## config.mk

```make
export PLATFORM = sky130hd
export DESIGN_NAME = huffman_bit_packer
export DESIGN_NICKNAME = d
export VERILOG_FILES = /design/src/rtl/huffman_bit_packer.sv
export SDC_FILE = /design/constraint.sdc
export NUM_CORES = 1
export LEC_CHECK = 0
export CORE_MARGIN = 4
export CORE_UTILIZATION = 45
export CTS_BUF_LIST = sky130_fd_sc_hd__clkbuf_4 sky130_fd_sc_hd__clkbuf_8
export CTS_CLUSTER_SIZE = 12
export DETAILED_ROUTE_END_ITERATION = 8
export PLACE_DENSITY = 0.7
export SYNTH_ARGS = -nofsm -noshare
export SYNTH_HDL_FRONTEND = slang
export SYNTH_SLANG_ARGS = --single-unit
```

## constraint.sdc

```tcl
create_clock -name clk -period 3.74 [get_ports clk]
set_input_delay 0.748 -clock clk [delete_from_list [all_inputs] [get_ports clk]]
set_output_delay 0.748 -clock clk [all_outputs]
set_load 0.03 [all_outputs]
```

## src/rtl/huffman_bit_packer.sv

```systemverilog
// Packs right-aligned variable-length codes MSB-first into a byte stream.
// Leaves a one-cycle gap after every 0xFF byte so a downstream stuffer can
// insert its 0x00, and pads the last partial byte with 1s on flush.
module huffman_bit_packer #(
  parameter int MAX_CODE_LEN = 27,
  parameter int LEN_W        = $clog2(MAX_CODE_LEN + 1),
  parameter int ACC_W        = MAX_CODE_LEN + 7
) (
  input  logic                    clk,
  input  logic                    rst,
  input  logic                    i_wait,
  input  logic [MAX_CODE_LEN-1:0] i_code,
  input  logic [LEN_W-1:0]        i_len,
  input  logic                    i_valid,
  input  logic                    i_flush,
  output logic                    o_ready,
  output logic [7:0]              o_data,
  output logic                    o_valid,
  output logic                    o_data_end
);

  localparam int CNT_W = $clog2(ACC_W + 1);

  typedef enum logic [1:0] {ST_RUN, ST_FLUSH, ST_END} state_t;

  state_t             state_q, state_nx;
  logic [ACC_W-1:0]   acc_q, acc_nx, acc_sh;
  logic [CNT_W-1:0]   cnt_q, cnt_nx, cnt_sh;
  logic               bubble_q, bubble_nx;
  logic [7:0]         data_nx, top_byte, pad_b;
  logic               valid_nx, end_nx;
  logic               emit_full, accept;

  // Place the low len bits of code directly below the fill bits already
  // held at the MSB end of the accumulator.
  function automatic logic [ACC_W-1:0] align_code(input logic [MAX_CODE_LEN-1:0] code,
                                                  input logic [LEN_W-1:0]        len,
                                                  input logic [CNT_W-1:0]        fill);
    logic [ACC_W-1:0] mask;
    logic [ACC_W-1:0] ext;
    logic [CNT_W-1:0] sh;
    mask = (ACC_W'(1) << len) - ACC_W'(1);
    ext  = ACC_W'(code) & mask;
    sh   = CNT_W'(ACC_W) - fill - CNT_W'(len);
    return ext << sh;
  endfunction

  // Fill the unused low bits of a final partial byte with 1s.
  function automatic logic [7:0] pad_byte(input logic [7:0] top, input logic [2:0] nbits);
    return top | (8'hFF >> nbits);
  endfunction

  assign top_byte  = acc_q[ACC_W-1 -: 8];
  assign emit_full = (cnt_q >= CNT_W'(8));
  assign o_ready   = !i_wait && (state_q == ST_RUN) && !bubble_q && (cnt_q < CNT_W'(16));
  assign accept    = i_valid && o_ready;

  // Next-state, emit and append decisions for one unstalled cycle.
  always_comb begin
    state_nx  = state_q;
    acc_nx    = acc_q;
    cnt_nx    = cnt_q;
    data_nx   = o_data;
    valid_nx  = 1'b0;
    end_nx    = 1'b0;
    bubble_nx = 1'b0;
    pad_b     = pad_byte(top_byte, cnt_q[2:0]);
    acc_sh    = emit_full ? (acc_q << 8) : acc_q;
    cnt_sh    = emit_full ? (cnt_q - CNT_W'(8)) : cnt_q;
    if (!bubble_q) begin
      unique case (state_q)
        ST_RUN: begin
          if (emit_full) begin
            data_nx   = top_byte;
            valid_nx  = 1'b1;
            bubble_nx = (top_byte == 8'hFF);
          end
          acc_nx = acc_sh;
          cnt_nx = cnt_sh;
          if (accept) begin
            acc_nx = acc_sh | align_code(i_code, i_len, cnt_sh);
            cnt_nx = cnt_sh + CNT_W'(i_len);
            if (i_flush) state_nx = ST_FLUSH;
          end
        end
        ST_FLUSH: begin
          if (emit_full) begin
            data_nx   = top_byte;
            valid_nx  = 1'b1;
            bubble_nx = (top_byte == 8'hFF);
            acc_nx    = acc_sh;
            cnt_nx    = cnt_sh;
          end else if (cnt_q != '0) begin
            data_nx   = pad_b;
            valid_nx  = 1'b1;
            bubble_nx = (pad_b == 8'hFF);
            acc_nx    = '0;
            cnt_nx    = '0;
          end else begin
            state_nx = ST_END;
            end_nx   = 1'b1;
          end
        end
        ST_END:  state_nx = ST_RUN;
        default: state_nx = ST_RUN;
      endcase
    end
  end

  // State and output registers; i_wait freezes everything.
  always_ff @(posedge clk or posedge rst) begin
    if (rst) begin
      state_q    <= ST_RUN;
      acc_q      <= '0;
      cnt_q      <= '0;
      bubble_q   <= 1'b0;
      o_data     <= 8'h00;
      o_valid    <= 1'b0;
      o_data_end <= 1'b0;
    end else if (!i_wait) begin
      state_q    <= state_nx;
      acc_q      <= acc_nx;
      cnt_q      <= cnt_nx;
      bubble_q   <= bubble_nx;
      o_data     <= data_nx;
      o_valid    <= valid_nx;
      o_data_end <= end_nx;
    end
  end

endmodule

```

==> impl_metrics.toml <==
[run_status]
status = "finished clean"

[synth]
yosys-top-cells-area = "dfrtp_1, o21ai_0, nand2_1"
synth_top_area_share_pct = 24.7
ys_seq_elements = 53
netlist.top_cell.by_area = "dfrtp_1"
yosysSeqAreaShare_pct = 24.7
synthAdderAreaFrac_pct = 5.08
async_reset_ff_share_pct = 100
synth_cells = 686
synth_edf_count = 0
synth_mux_area_share_pct = 2.79
yosys.area_share.simple_pct = 22.0
synth_flop_cell = "dfrtp_1"
synth-compound-area-share_pct = 37.0
avgSynthCellArea_um2 = 7.83
synthesis.area_um2 = 5370
synth-xor-area-share_pct = 1.58
yosysWarningCount = 0
synth_top_family_by_area = "compound AO/OA/AOI/OAI gates"
yosysUniqueCellTypes = 88
synth_nets = 743

[timing]
fin_crit_sh_pct = 97.6
fmax_mhz = 274
setup_violations = 0
fin_worst_skew_ns = 0.00830
worstMarginPinSlew_ns = 1.10
relSlewSlack_pct = 26.5
hold_viol = 0
rsz0062_at_grt = "yes"
slew_viol_final = 0
period_needed_ns = 3.65

[worst_hold_path]
hold_class = "flip-flop to flip-flop"

[place]
numPortBuffers = 47
place_area_um2 = 6870
gp_congestion = 0.969
place_inst = 967
hpwl_mm = 15.8

[cells_and_area]
n_fill_cell = 1041
layout_common_cells = "buf_4, nand2_1, o21ai_0, dfrtp_1, clkdlybuf4s50_1"
syn_to_final_growth_pct = 31.9
fin_cells = 977
final_common_cell = "buf_4"
final_layout_size_suffix_gt1_share_pct = 24.3
num-nets-final = 890
antenna_cells = 0
final_cell_area_um2 = 7080

[cts]
clkTransAtPathRegs_ns = 0.11
cts.sink_count = 53
cts_buffers = 5
root_buffer = "clkbuf_8"
hold_buffers = 0
cts_tree = "yes"
clock_latency_ns = 0.32
ctsHtreeMaxLevel = 2
clk_path_buf_depth = 2

[flow_run]
drv_cap = 0

[critical_path]
critPathTopFamily = "adder cells"
path_buf_inv = 4
worst_path_most_repeated_cell = "buf_4"
cp-end-kind = "flip-flop"
cp-start-kind = "flip-flop"
worstPathCellList = "ha_2, nor4b_4, buf_4, nor2_4, inv_2, ha_4, inv_1, fa_1, o21bai_1, a21oi_1, xor3_2, buf_4, and2_1, nand3_1, o221ai_1, a221o_1"
worstPathMaxFanout = 4
arrival_ns = 3.86
cpMaxStageDelayCell = "fa_1"
worstPathRequired_ns = 3.95
worst-setup-path-type = "flip-flop to flip-flop"
cpPeakStageDelay_ns = 0.59

[grt]
grt_pass1_wl_mm = 31.5
grt_max_degree = 54
grt_overflow = 0
antenna_found_initial = 0
grt_use_total_pct = 29.5
grt_pass1_vias = 5963

[power]
power_mw = 6.91
vdd_drop_max_v = 0.000696
p_leak_nw = 3.00
power_density_nw_per_um2 = 975

[floorplanning]
design.die.area_um2 = 13800
std_cell_rows = 39
die_x_um = 117
fp.dieH_um = 117
top_level_ports = 48
core_area_um2 = 11600
start_util_pct = 46.5

[routing]
dr_total_vias = 6302
first_pass_iters = 7
routedWlPerCell_um = 20.9
first_iter_violations = 702
drtAntennaViolNets = 0
routed_wl_mm = 20.4
route.detailed.drc = 0
routed_via_density = 6.45
synth_stat cells (6+ instances only):
cell type,instances
a211oi_1,8
a21oi_1,31
a222oi_1,6
a22o_1,10
a22oi_1,17
a31oi_1,8
and2_1,11
buf_2,19
clkbuf_1,28
dfrtp_1,53
ha_1,17
inv_1,25
mux2i_1,6
nand2_1,73
nand2b_1,6
nand3_1,33
nor2_1,48
nor2b_1,10
nor3_1,10
o2111ai_1,6
o211ai_1,18
o21ai_0,58
o221ai_1,15
o22ai_1,13
o31ai_1,10
or3_1,10
layer usage:
metal	track usage, %	routed length, um	vias up
met1	41.4	9130	3035
met3	4.68	1530	48
met5	0	0	-
li1	-	-	2926
met2	46.5	9190	293
met4	9.10	533	0
tightest hold or removal path, delay by kind of cell, from the launching register on:
kind             cells  cell delay, ns
flip-flops           1            0.36
AO/OA/AOI/OAI        1            0.06
AND/OR/NAND/NOR      1            0.05
cell type report:
cell class | instances | area, um2 | share of cell area (%)
clock buffers | 5 | 68.8 | 0.971
clock inverters | 3 | 21.3 | 0.300
inverters | 26 | 97.6 | 1.38
multi-input cells | 551 | 3800 | 53.6
flip-flops and latches | 53 | 1330 | 18.7
well taps | 143 | 179 | 2.53
repair buffers | 196 | 1590 | 22.5
logic make-up (layout without fill, tap and decap cells):
family,Yosys count,count (layout)
fa+ha+maj,20,20
mux,12,12
simple gates,234,234
buf+inv,82,230
compound gates,277,277
xor+xnor,8,8
flops,53,53
metrics by stage:
step           hold WS (ns)  worst slack [ns]  TNS, ns  utilization (%)
6_report              0.494            0.0895        0             61.3
5_1_grt               0.527           -0.0259  -0.0980             61.3
4_1_cts               0.502           0.00130        0             60.3
3_5_place_dp          0.479            -0.418    -4.36             59.4
3_3_place_gp          0.466            -0.398    -2.97             59.4
2_1_floorplan         0.449            0.0190        0                -
path summary, 6_finish.rpt:
path	endpoint	startpoint	slack [ns]	cells past startpoint
max	acc_q[27]	cnt_q[3]	0.09	16
min	o_data[7]	o_data[7]	0.49	2
max reg2reg	acc_q[27]	cnt_q[3]	0.09	16
min reg2reg	o_data[7]	o_data[7]	0.49	2
max in group asynchronous	acc_q[25]	rst	2.05	2
min in group asynchronous	state_q[0]	rst	1.01	2
flip-flops by register name (all words and copies together), names as in the netlist:
register / flops
cnt_q: 6
o_data: 8
state_q: 2
bubble_q: 1
o_data_end: 1
acc_q: 34
o_valid: 1
repair_timing:
item | in CTS | in global routing
endpoints found under the setup margin | 7 | 27
setup buffers | 0 | 2
resized for setup | 3 | 20
pin swaps | 1 | 7
power breakdown:
group	internal, mW	leakage, nW	switching (mW)
Sequential	0.717	0.717	0.149
Combinational	2.52	2.24	3.18
Clock	0.134	0.0445	0.214
No activity file was read; power rests on OpenSTA's default activity.
==> edit, RTL diff (same settings) <==
Re-encode `state_t` (3 states) as one-hot, 3 bits wide.
--- a/src/rtl/huffman_bit_packer.sv
+++ b/src/rtl/huffman_bit_packer.sv
@@ -22,5 +22,5 @@
   localparam int CNT_W = $clog2(ACC_W + 1);
 
-  typedef enum logic [1:0] {ST_RUN, ST_FLUSH, ST_END} state_t;
+  typedef enum logic [2:0] {ST_RUN = 3'b001, ST_FLUSH = 3'b010, ST_END = 3'b100} state_t;
 
   state_t             state_q, state_nx;
Check against the original RTL: no difference found for any inputs over 4 cycles, from zero or initial values and one cycle with rst high; so few cycles prove little.
==> edit against the original RTL <==
- power rose by 22%
- design area grew 7.5%
- setup slack improved by 0.027 ns
- synthesized cell count rose by 6.4%
- maximum frequency rose by 0.73%
- highest routed layer unchanged
- area after synthesis is 4.6% higher
- combinational power up 26%
- largest cell class unchanged
- non-clock buffer count increased by 5
- routed wire length grew 3.0%
- die area up 4.3%
- sequential share of layout area down 0.97 points
- via count is 5.9% higher
- sequential cell count grew 1
==> edit: results (changes against the original RTL) <==
Pwr
  • Combinational power share: 0.856 (+0.032)
  • Lkg Pwr: 3.21 nW (+6.9%)
  • Worst vdd ir: 0.536 mV (-23%)
  • Combinational gate power: 7.20 mW (+26%)
  • Flop pwr share: 0.101 (-0.024)

Placed design
  • Placed Instances: 1034 (+6.9%)
  • Area of placed instances: 7220 µm² (+5.1%)
  • Pre-CTS setup slack: -0.527 ns (-0.109 ns)
  • Detailed placer's ending HPWL: 16.3 mm (+2.7%)
  • RD Place Congestion: 0.962 (-0.71%)

Drt
  • DR vias: 6672 (+5.9%)
  • Initial DRC Count: 657 (-6.4%)
  • Wire length on met1: 8.65 mm (-5.2%)
  • WL per Instance: 20.1 µm (-3.8%)
  • First-pass DRT Iterations: 6 (-1)

Synthesis
  • Top cells by count, synth: 71 x nand2_1, 67 x nor2_1, 58 x o21ai_0
  • Count of different cell masters after synthesis: 84 (-4.5%)
  • Sequential share of the synthesized area: 0.241 (-0.00615)
  • Largest cells by area after synthesis: dfrtp_1 24%, o21ai_0 5.2%, nand2_1 4.7%, nor2_1 4.5%, ha_1 3.8%
  • Synth Instances: 730 (+6.4%)

GRT
  • Pin count of the biggest net entering global routing: 55 (+1.9%)
  • GR Layer Usage met1: 0.378 (-0.0356)
  • GR Util met3: 0.0372 (-0.00956)
  • First-pass GRT wire length: 33.6 mm (+6.7%)
  • Vias in the first global route: 6285 (+5.4%)

Layout
  • Post-route insts no fill: 1046 (+7.1%)
  • Final Cell Area: 7620 µm² (+7.5%)
  • Layout Nets: 934 (+4.9%)

Worst setup path
  • Arr. time, crit path: 3.90 ns (+0.04 ns)
  • Cell depth of the worst flop-to-flop path: 15 (-1)
  • R2r setup slk: 0.12 ns (+0.03 ns)

STA
  • Worst hold slack: 0.486 ns (-0.00795 ns)

Run status
  • Status: completed
-- edit: worst max-delay path by stage --
| stage | depth (start not counted) | slack (ns) | endpoint |
|---|---|---|---|
| CTS | 15 | 0.01 | acc_q[30]$_DFFE_PP0P_ |
| global route | 15 | -0.03 | acc_q[27]$_DFFE_PP0P_ |
| global placement | 14 | -0.43 | acc_q[30]$_DFFE_PP0P_ |
| detailed placement | 15 | -0.53 | acc_q[30]$_DFFE_PP0P_ |
| floorplan | 14 | 0.003 | acc_q[18]$_DFFE_PP0P_ |
| finish | 15 | 0.12 | acc_q[27]$_DFFE_PP0P_ |
-- edit: worst max-delay path, stage by stage (launching register included) --
cell and delay (ns):
dfrtp_1 0.40, inv_2 0.06, ha_2 0.17, nor4b_4 0.21
nand2b_4 0.19, nor2b_4 0.17, inv_2 0.06, ha_4 0.28
ha_4 0.21, nor3b_2 0.17, or3_4 0.42, a211oi_4 0.35
o21ai_4 0.13, or4_1 0.52, o311ai_1 0.09, a211o_1 0.13
-- edit: timing repair --
item	in CTS	in global routing
endpoints found under the hold margin	0	0
pin swaps	1	14
gates cloned	0	0
buffers inserted	1	3
gates resized for setup	8	49
setup endpoints to repair	18	30
-- edit: area by class of cell --
cell class              instances  share of cell area
inverters                      23              0.0113
well taps                     168              0.0276
clock inverters                 3             0.00345
flip-flops and latches         54               0.178
multi-input cells             592               0.552
repair buffers                201               0.219
clock buffers                   5             0.00903
-- edit: cell families (layout without fill, tap and decap cells) --
family                   after synthesis  after routing  share of synthesized area
flip-flops                            54             54                      0.241
AND/OR/NAND/NOR                      255            255                      0.225
AO/OA/AOI/OAI                        291            291                      0.371
buffers and inverters                 84            232                     0.0646
XOR/XNOR                               9              9                     0.0140
adder cells (fa/ha/maj)               20             20                     0.0485
multiplexers                          17             17                     0.0358
